<file path="src/rtl/branch_predict_unit.sv">
// Static predecode/predict stage for a 2-slot LoongArch32 fetch packet; registered outputs feed decode.
// Optional macro BPU_BTFN_EN: backward conditional branches predicted taken (default: all conditionals not taken).
module branch_predict_unit (
  input  logic        clk,
  input  logic        rst,
  input  logic        flush,
  input  logic [31:0] pc_1_i,
  input  logic [31:0] pc_2_i,
  input  logic [31:0] inst_1_i,
  input  logic [31:0] inst_2_i,
  output logic [31:0] pc_1_o,
  output logic [31:0] pc_2_o,
  output logic [31:0] inst_1_o,
  output logic [31:0] inst_2_o,
  output logic        is_branch_1,
  output logic        is_branch_2,
  output logic        taken_or_not,
  output logic [31:0] branch_target,
  output logic        fetch_inst_1_en,
  output logic        fetch_inst_2_en
);

  typedef enum logic [1:0] {
    BR_NONE,
    BR_UNCOND,
    BR_INDIRECT,
    BR_COND
  } br_kind_e;

  function automatic br_kind_e decode_kind(input logic [5:0] op);
    case (op)
      6'b010100, 6'b010101: decode_kind = BR_UNCOND;
      6'b010011:            decode_kind = BR_INDIRECT;
      6'b010110, 6'b010111, 6'b011000,
      6'b011001, 6'b011010, 6'b011011,
      6'b010000, 6'b010001: decode_kind = BR_COND;
      default:              decode_kind = BR_NONE;
    endcase
  endfunction

  // Byte offset: immediate fields reassembled per format, sign-extended, scaled by 4.
  function automatic logic signed [31:0] branch_offset(input logic [31:0] inst);
    case (inst[31:26])
      6'b010100, 6'b010101:
        branch_offset = $signed({{4{inst[9]}}, inst[9:0], inst[25:10], 2'b00});
      6'b010000, 6'b010001:
        branch_offset = $signed({{9{inst[4]}}, inst[4:0], inst[25:10], 2'b00});
      default:
        branch_offset = $signed({{14{inst[25]}}, inst[25:10], 2'b00});
    endcase
  endfunction

  function automatic logic predict_taken(input br_kind_e kind, input logic signed [31:0] offs);
    case (kind)
      BR_UNCOND: predict_taken = 1'b1;
`ifdef BPU_BTFN_EN
      BR_COND:   predict_taken = offs[31];
`else
      BR_COND:   predict_taken = 1'b0 & offs[31];
`endif
      default:   predict_taken = 1'b0;
    endcase
  endfunction

  // Stage p0: combinational predecode and packet resolution on the fetch inputs
  br_kind_e           kind_1_p0, kind_2_p0;
  logic signed [31:0] offs_1_p0, offs_2_p0;
  logic signed [31:0] tgt_1_p0, tgt_2_p0;
  logic               tk_1_p0, tk_2_p0;
  logic               pkt_taken_p0;
  logic        [31:0] pkt_target_p0;
  logic               en_2_p0;

  always_comb begin
    kind_1_p0     = decode_kind(inst_1_i[31:26]);
    kind_2_p0     = decode_kind(inst_2_i[31:26]);
    offs_1_p0     = branch_offset(inst_1_i);
    offs_2_p0     = branch_offset(inst_2_i);
    tgt_1_p0      = $signed(pc_1_i) + offs_1_p0;
    tgt_2_p0      = $signed(pc_2_i) + offs_2_p0;
    tk_1_p0       = predict_taken(kind_1_p0, offs_1_p0);
    tk_2_p0       = predict_taken(kind_2_p0, offs_2_p0);
    pkt_taken_p0  = tk_1_p0 | tk_2_p0;
    pkt_target_p0 = 32'd0;
    if (tk_1_p0)
      pkt_target_p0 = $unsigned(tgt_1_p0);
    else if (tk_2_p0)
      pkt_target_p0 = $unsigned(tgt_2_p0);
    en_2_p0       = ~tk_1_p0;
  end

  // Stage p1: output registers toward decode and the PC generator
  always_ff @(posedge clk or negedge rst) begin
    if (!rst) begin
      pc_1_o          <= 32'd0;
      pc_2_o          <= 32'd0;
      inst_1_o        <= 32'd0;
      inst_2_o        <= 32'd0;
      is_branch_1     <= 1'b0;
      is_branch_2     <= 1'b0;
      taken_or_not    <= 1'b0;
      branch_target   <= 32'd0;
      fetch_inst_1_en <= 1'b0;
      fetch_inst_2_en <= 1'b0;
    end else if (flush) begin
      pc_1_o          <= 32'd0;
      pc_2_o          <= 32'd0;
      inst_1_o        <= 32'd0;
      inst_2_o        <= 32'd0;
      is_branch_1     <= 1'b0;
      is_branch_2     <= 1'b0;
      taken_or_not    <= 1'b0;
      branch_target   <= 32'd0;
      fetch_inst_1_en <= 1'b0;
      fetch_inst_2_en <= 1'b0;
    end else begin
      pc_1_o          <= pc_1_i;
      pc_2_o          <= pc_2_i;
      inst_1_o        <= inst_1_i;
      inst_2_o        <= inst_2_i;
      is_branch_1     <= (kind_1_p0 != BR_NONE);
      is_branch_2     <= (kind_2_p0 != BR_NONE);
      taken_or_not    <= pkt_taken_p0;
      branch_target   <= pkt_target_p0;
      fetch_inst_1_en <= 1'b1;
      fetch_inst_2_en <= en_2_p0;
    end
  end

endmodule

</file>
<file path="config.mk">
export PLATFORM = sky130hd
export DESIGN_NAME = branch_predict_unit
export DESIGN_NICKNAME = d
export VERILOG_FILES = /design/src/rtl/branch_predict_unit.sv
export SDC_FILE = /design/constraint.sdc
export NUM_CORES = 1
export LEC_CHECK = 0
export CORE_ASPECT_RATIO = 0.5
export CORE_UTILIZATION = 50
export CTS_CLUSTER_SIZE = 14
export DETAILED_ROUTE_END_ITERATION = 8
export DONT_BUFFER_PORTS = 1
export PLACE_DENSITY_LB_ADDON = 0.25
export SYNTH_ARGS = -nofsm -noshare
export SYNTH_HDL_FRONTEND = slang
export SYNTH_SLANG_ARGS = --single-unit
</file>
<file path="constraint.sdc">
create_clock -name clk -period 0.8 [get_ports clk]
set_clock_uncertainty 0.2 [all_clocks]
set_input_delay 0.16 -clock clk [delete_from_list [all_inputs] [get_ports clk]]
set_output_delay 0.16 -clock clk [all_outputs]
set_load 0.01 [all_outputs]
</file>
==> metrics.txt, run 1 <==
status=complete, but fails checks; failing checks=hold timing, setup timing; Post-Syn Instances=834; crit end category=register; synth top area cells=dfrtp_1, nor2b_1, ha_1, a21oi_1, nand2_1; library cells used by synthesis=66; Max Cap Viol=0; Placeable Area=16600 um^2; routability congestion estimate=0.850; setup TNS=-102550 ps; post-synthesis mux area share=0.233%; Startpoint Class=input pin; number of synthesized register bits=165; syn_nets=1027; Via-to-Cell Ratio=5.59; Placed Area=10500 um^2; via count=7771; slowest cell delay on critical path=260 ps; FP Rows=33; Place WS=-2250 ps; Hold Crit Class=in -> async; drt total wl=28100 um; die area=17700 um^2; H-tree depth=4; Clock Path Buffers=2; Final ANT Viol Nets=0; asr flop ratio synth=100%; buffers added on ports=0; largest family of logic cells by synthesized area=simple AND/OR/NAND/NOR gates; Rel. slew slack=64.6%; Setup crit end=branch_target[31]; CTS tree=built; Simple-Gate Fraction of Synth Area=17.6%; # hold bufs at CTS=124; Crit Path Category=in -> reg; WP data arrival=2670 ps; Worst VDD drop=0.00130 V; Nets=1343; clock sink count=165; first-pass GRT wire length=41100 um; xor-xnor portion of the synthesized cell area=5.31%; Tightest Pin Transition=524 ps; final worst path period share=321%; sequential-to-total area share from yosys stat=48.1%; post-route cell area=13400 um^2; WHS=-774 ps; Static Leak=6.26 nW; DR iter-0 viols=382; post-synthesis compound-gate area fraction=17.4%; pin count of the biggest net entering global routing=166; Ports=296; Setup crit start=inst_1_i[31]; DP Wirelength=17200 um; maximum fanout along the worst path=4; layout cells sized above 1=32.9%; # setup viols final=205; Starting Density=51.8%; final worst path period need=2570 ps; Fin. Hold Viols=191; crit path cell chain=nand2b_4 > nor3_4 > buf_6 > a21boi_4 > a21oi_2 > ha_4 > and3_4 > and2_4 > a22o_1 > a31oi_4 > a31oi_4 > buf_6 > o21ai_4 > xnor2_1 > a32oi_1; DRC violation count after routing=0; P per Cell Area=1820 nW/um^2; Die Ht=94.6 um; CTS buffer count=17; Tot GR Track Use=30.0%; Layout area overhead=55.7%; synthesized area per cell=10.3 um^2; gr ovfl total=0; Die Wd=187 um; CTS Root Cell=clkbuf_16; initial antenna violation count=1; post-synthesis adder-cell area fraction=9.22%; Synth Flop Type=dfrtp_1; CP max stage cell=nor3_4; Achievable Freq=0.389 GHz; WP data required=890 ps; EDFF count, synth=0; Slew Viols, Final=0; Synth top area share=48.1%; vias in the first global route=7925; leading area contributor after synthesis=dfrtp_1; Avg WL per Cell=20.2 um; Synth Cell Area=8580 um^2; Clk pin slew, worst setup/hold paths=60 ps; yosys warns=0; drt first pass iters=4; RSZ-0062 raised after global routing=true; final worst slack=-1770 ps
through the flow:
step / power, mW / std cells / util (%)
floorplan: 12.4 / 834 / -
global placement: 13.7 / 1197 / 63.5
detailed placement: 13.9 / 1197 / 63.5
CTS: 23.8 / 1374 / 78.4
global route: 25.2 / 1391 / 80.6
finish: 24.3 / 1391 / 80.6
synthesized netlist by cell type, types with 5 or more instances:
cell type,n
a211oi_1,10
a21o_1,26
a21oi_1,67
a22oi_1,12
a31oi_1,6
clkbuf_1,34
dfrtp_1,165
ha_1,60
inv_1,13
nand2_1,69
nand2b_1,6
nand3_1,6
nand4_1,5
nor2_1,43
nor2b_1,129
o21a_1,8
o21ai_0,32
o21bai_1,7
o22ai_1,11
xnor2_1,27
xor2_1,25
power breakdown:
group          switching, mW  leakage (nW)  internal (mW)
Clock                   3.63         0.302           5.42
Sequential             0.362          2.16           8.71
Combinational           2.82          3.80           3.39
registers in the layout (all words and copies together) (netlist names):
register and cells:
branch_target 32, inst_1_o 32, inst_2_o 32, pc_1_o 32, pc_2_o 32, fetch_inst_1_en 1, fetch_inst_2_en 1, is_branch_1 1
is_branch_2 1, taken_or_not 1
cell type report:
cell class	instances	area [um^2]
Timing Repair Buffer	332	2950
Antenna cell	1	2.50
Tap cell	227	284
Clock buffer	21	460
Fill cell	959	3200
Clock inverter	11	173
Multi-Input combinational cell	621	5300
Inverter	13	51.3
Sequential cell	165	4130
critical path, delay by kind of cell:
kind	cells	cell delay (ps)
AOI/OAI and AO/OA	7	1090
xor gates and xnor gates	1	140
adders and majority gates	1	220
buffers and inverters	2	290
and+or+nand+nor	4	750
how the worst min path moves through the flow:
stage               slack (ps)  start          endpoint  cells past startpoint
detailed placement        -330    rst       inst_1_o[9]                      0
finish                    -770    rst       inst_1_o[6]                      0
floorplan                 -340    rst  branch_target[0]                      0
global route              -800    rst        pc_1_o[23]                      0
global placement          -330    rst       inst_1_o[9]                      0
CTS                       -790    rst       inst_2_o[2]                      0
per-layer routing:
metal  vias up  GRT usage, %  wire length (um)
li1       3550             -                 -
met1      3902          36.6             11600
met2       271          52.2             14100
met3        48          7.47              1660
met4         0          10.9               681
met5         -             0                 0
cell families after synthesis:
kind of cell	Yosys count
and+or+nand+nor	282
AOI/OAI and AO/OA	223
DFF	165
adders and majority gates	62
xor gates and xnor gates	52
buffers and inverters	48
muxes	2
cells in the final DEF, fill, tap and decap left out, drive strengths merged, types with 3 or more instances in the layout:
cell	instances
a211oi	10
a21o	26
a21oi	69
a22o	3
a22oi	12
a31oi	6
and3	4
buf	207
bufinv	4
clkbuf	22
clkinvlp	3
dfrtp	165
dlygate4sd3	124
ha	60
inv	15
nand2	69
nand2b	6
nand3	6
nand4	5
nor2	43
nor2b	129
nor3	5
nor4b	4
o211ai	4
o21a	8
o21ai	34
o21bai	7
o22ai	11
o31ai	4
o32ai	3
xnor2	27
xor2	25
timing repair:
action                                 4_1_cts  5_1_grt
setup endpoints to repair                  199      200
endpoints found under the hold margin      320      191
pin swaps                                   74       57
gates cloned                                 1        1
resized for setup                          100       53
setup buffers                               21       21
(Power assumes the default switching activity.)
==> run 2: changes to the inputs <==
--- a/config.mk
+++ b/config.mk
@@ -14,3 +14,4 @@
 export SYNTH_ARGS = -nofsm -noshare
 export SYNTH_HDL_FRONTEND = slang
 export SYNTH_SLANG_ARGS = --single-unit
+export TNS_END_PERCENT = 10
==> metrics.txt, run 2 (synthesis gave the netlist of run 1 again) <==
status=complete, but fails checks; failing checks=hold timing, setup timing; Setup crit end=branch_target[29]; maximum fanout along the worst path=4 (unchanged); DP Wirelength=17100 um (-0.89%); Tightest Pin Transition=432 ps (-92.2 ps); WHS=-791 ps (-17.0 ps); Switching Fraction=28.5% (+0.48 points); Fin. Hold Viols=190 (-0.52%); Antenna Diode Count=0 (-1); post-route cell area=13200 um^2 (-0.79%); CTS tree=built; final worst slack=-1730 ps (+45.4 ps); drt first pass iters=5 (+1); most frequent cells in the layout=buf_4, dfrtp_1, nor2b_1; # setup viols final=205 (unchanged); Achievable Freq=0.396 GHz (+1.8%); layout cells sized above 1=32.5% (-0.43 points); Via-to-Cell Ratio=5.75 (+2.9%); Tot Pwr=24.0 mW (-1.4%); Clk pin slew, worst setup/hold paths=70 ps (about the same); vias in the first global route=8145 (+2.8%); initial antenna violation count=0 (-1); DRC violation count after routing=0 (unchanged); crit end category=register; Starting Density=51.8% (unchanged); Clock Path Buffers=2 (unchanged); Placeable Area=16600 um^2 (unchanged); FP Rows=33 (unchanged); drt total wl=28900 um (+3.0%); Ports=296 (unchanged); Final ANT Viol Nets=0 (unchanged); Max Cap Viol=0 (unchanged); WP data arrival=2650 ps (-20 ps); CTS buffer count=17 (unchanged); Nets=1340 (-0.22%); commonest non-fill, non-tap cell in the layout=buf_4; clock network power share=35.9% (-1.3 points); P per Cell Area=1810 nW/um^2 (-0.66%); Die Ht=94.6 um (unchanged); Seq pwr share=37.8% (+0.5 points); CTS Root Cell=clkbuf_16; combinational share of power=26.3% (+0.8 points); setup TNS=-102950 ps (-396 ps); DR iter-0 viols=494 (+29%); Worst VDD drop=0.00142 V (+9.0%); # hold bufs at CTS=125 (+0.81%); Startpoint Class=input pin; Layout area overhead=54.4%; internal power=17.2 mW (-2.1%); Tot GR Track Use=30.0% (+0.065 points); via count=7958 (+2.4%); Slew Viols, Final=0 (unchanged); H-tree depth=4 (unchanged); final worst path period need=2530 ps (-45.4 ps); Crit Path Category=in -> reg; Static Leak=6.22 nW (-0.58%); clock sink count=165 (unchanged); Setup crit start=inst_2_i[31]; final worst path period share=316% (-5.7 points); Rel. slew slack=70.5% (+5.9 points); Core Util, Final=80.0% (-0.63 points); RSZ-0062 raised after global routing=true; buffers added on ports=0 (unchanged); Net Sw Power=6.83 mW (+0.23%); Placed Area=10400 um^2 (-0.80%); routability congestion estimate=0.895 (+5.3%); first-pass GRT wire length=41600 um (+1.3%); WP data required=930 ps (+40 ps); die area=17700 um^2 (unchanged); Avg WL per Cell=20.9 um (+3.5%); gr ovfl total=0 (unchanged); Die Wd=187 um (unchanged); pin count of the biggest net entering global routing=166 (unchanged); Hold Crit Class=in -> async
==> run 2: how the worst min path moves through the flow <==
stage	to	slack (ps)	cells after the start
5_1_grt	inst_2_o[3]	-800	0
3_5_place_dp	inst_1_o[6]	-330	0
6_report	inst_2_o[3]	-790	0
4_1_cts	branch_target[19]	-780	0
2_1_floorplan	branch_target[0]	-340	0
3_3_place_gp	pc_1_o[25]	-330	0
==> run 2: power by group through the flow <==
stage,clock [mW],combinational (mW),sequential [mW]
finish,8.61,6.30,9.07
global route,8.96,6.72,9.09
CTS,8.57,5.58,9.07
detailed placement,0,4.57,9.23
global placement,0,4.46,9.22
floorplan,0,3.09,9.16
==> run 2: worst max-delay path, cell delays in order <==
cell and delay [ps]:
nand2b_4 140, nor3_4 290, buf_6 170, buf_6 100, nand2_2 50, nand2_2 70, ha_4 200, a21o_1 200
a211o_1 280, a311o_1 340, nand3_4 140, o221ai_2 130, buf_4 150, o32ai_1 220
==> run 2: final cells by class <==
cell class / instances / area (um^2)
clock buffers: 21 / 460
clock inverters: 8 / 125
flip-flops and latches: 165 / 4130
fillers: 942 / 3310
multi-input cells: 621 / 5300
repair buffers: 329 / 2900
well taps: 227 / 284
inverters: 13 / 48.8
==> run 2: through the flow <==
step	setup slack (ps)	cells
finish	-1730	1384
global route	-1820	1384
CTS	-1590	1369
detailed placement	-2320	1193
global placement	-2210	1193
floorplan	-2090	834
==> run 2: repair_timing <==
| action | CTS | global route |
|---|---|---|
| endpoints found under the setup margin | 199 | 199 |
| pin swaps | 93 | 78 |
| gates resized for setup | 82 | 62 |
| endpoints found under the hold margin | 318 | 190 |
| gates cloned | 1 | 0 |
| setup buffers | 22 | 16 |
==> run 2: routing by layer <==
metal,vias up,track usage [%],share of wire [%]
met4,0,11.1,3.2
met2,349,53.3,51
met3,83,6.61,6.1
li1,3548,-,-
met1,3978,36.4,40
met5,-,0,0
==> run 3: changes to the inputs <==
--- a/config.mk
+++ b/config.mk
@@ -14,4 +14,4 @@
 export SYNTH_ARGS = -nofsm -noshare
 export SYNTH_HDL_FRONTEND = slang
 export SYNTH_SLANG_ARGS = --single-unit
-export TNS_END_PERCENT = 10
+export TNS_END_PERCENT = 1
==> metrics.txt, run 3 (synthesis gave the netlist of run 1 again) <==
CTS buffer count=17 (unchanged); failing checks=hold timing, setup timing; WHS=-785 ps (+5.66 ps); via count=7549 (-5.1%); Setup crit end=branch_target[29]; commonest non-fill, non-tap cell in the layout=buf_4; setup TNS=-100660 ps (+2280 ps); # setup viols final=199 (-2.9%); Nets=1319 (-1.6%); most frequent cells in the layout=buf_4, dfrtp_1, nor2b_1; Die Wd=187 um (unchanged); Via-to-Cell Ratio=5.53 (-3.9%); Starting Density=51.8% (unchanged); CTS Root Cell=clkbuf_16; DP Wirelength=16900 um (-0.68%); Ports=296 (unchanged); post-route cell area=12700 um^2 (-4.3%); DR iter-0 viols=433 (-12%); drt total wl=26100 um (-9.9%); Layout area overhead=47.8%; clock sink count=165 (unchanged); Die Ht=94.6 um (unchanged); Final ANT Viol Nets=0 (unchanged); Startpoint Class=input pin; H-tree depth=4 (unchanged); Rel. slew slack=62.8% (-7.7 points); RSZ-0062 raised after global routing=true; Tightest Pin Transition=555 ps (+123 ps); buffers added on ports=0 (unchanged); final worst path period share=319% (+3.8 points); routability congestion estimate=0.860 (-3.9%); Tot GR Track Use=28.7% (-1.4 points); die area=17700 um^2 (unchanged); CTS tree=built; layout cells sized above 1=28.4% (-4.1 points); Avg WL per Cell=19.1 um (-8.7%); vias in the first global route=7590 (-6.8%); first-pass GRT wire length=39400 um (-5.4%); gr ovfl total=0 (unchanged); status=complete, but fails checks; initial antenna violation count=0 (unchanged); Static Leak=6.06 nW (-2.6%); Clock Path Buffers=2 (unchanged); pin count of the biggest net entering global routing=166 (unchanged); P per Cell Area=1810 nW/um^2 (about the same); Fill cells=1076 (+14%); Worst VDD drop=0.00165 V (+16%); # hold bufs at CTS=127 (+1.6%); WP data arrival=2660 ps (about the same); Placed Area=10100 um^2 (-3.2%); Achievable Freq=0.391 GHz (-1.2%); final worst path period need=2560 ps (+30.5 ps); Setup crit start=inst_1_i[31]; DRC violation count after routing=0 (unchanged); crit end category=register; Hold Crit Class=in -> async; final worst slack=-1760 ps (-30.5 ps); Antenna Diode Count=0 (unchanged); WP data required=900 ps (-30 ps); Clk pin slew, worst setup/hold paths=70 ps (about the same); Fin. Hold Viols=190 (unchanged); Slew Viols, Final=0 (unchanged); maximum fanout along the worst path=4 (unchanged); drt first pass iters=4 (-1); Placeable Area=16600 um^2 (unchanged); FP Rows=33 (unchanged); Max Cap Viol=0 (unchanged); Crit Path Category=in -> reg
[run 3: changes by cell type in the layout (fill, tap and decap cells not counted), moves of 5 or more]
cell    delta
nor2_2     -5
buf_6      -8
ha_1      +12
ha_4      -12
buf_4     -13
[run 3: per-layer routing]
metal | global-route usage, % | part of all wire [%]
met1 | 35.5 | 42
met2 | 49.3 | 50
met3 | 6.91 | 6.0
met4 | 10.9 | 2.4
met5 | 0 | 0
[run 3: repair_timing]
item | CTS | global route
endpoints found under the hold margin | 325 | 191
resized for setup | 88 | 57
setup endpoints to repair | 199 | 201
buffers inserted | 7 | 5
pin swaps | 49 | 37
cloned | 0 | 0
[run 3: stage by stage]
| step | cells | power [mW] | utilization [%] | setup slack, ps |
|---|---|---|---|---|
| after floorplan | 834 | 11.9 | - | -2130 |
| after CTS | 1361 | 22.7 | 74.9 | -1630 |
| after global routing | 1366 | 23.9 | 76.6 | -1840 |
| final | 1366 | 22.9 | 76.6 | -1760 |
| after global placement | 1195 | 13.4 | 60.9 | -2170 |
| after detailed placement | 1195 | 13.5 | 60.9 | -2220 |
[run 3: area by class of cell]
cell class                      count  area, um^2  area share [%]
Inverter                           13        48.8           0.385
Tap cell                          227         284            2.24
Multi-Input combinational cell    621        4930            38.9
Clock inverter                     13         149            1.17
Timing Repair Buffer              308        2700            21.3
Clock buffer                       19         433            3.41
Sequential cell                   165        4130            32.6
[run 3: worst min path at each step]
stage / from / endpoint / slack, ps
final: rst / branch_target[24] / -790
after global routing: rst / branch_target[21] / -800
after CTS: rst / branch_target[24] / -800
after detailed placement: rst / pc_2_o[26] / -330
after global placement: rst / pc_2_o[26] / -330
after floorplan: rst / branch_target[0] / -340
[run 3: worst max-delay path: stages]
cell,delay (ps)
nand2b_4,140
nor3_4,290
buf_6,160
nor2_1,60
buf_4,160
a21oi_4,140
ha_4,230
buf_4,150
nor2_4,100
nor2_1,60
o21a_1,170
o211ai_1,270
a31oi_4,70
a211oi_2,230
xor2_1,170
o32ai_1,100
[run 3: where the power goes]
group          internal [mW]  switching (mW)  leakage [nW]
sequential              8.71           0.360          2.16
combinational           3.03            2.51          3.62
clock                   4.65            3.68         0.280
total                   16.4            6.55          6.06
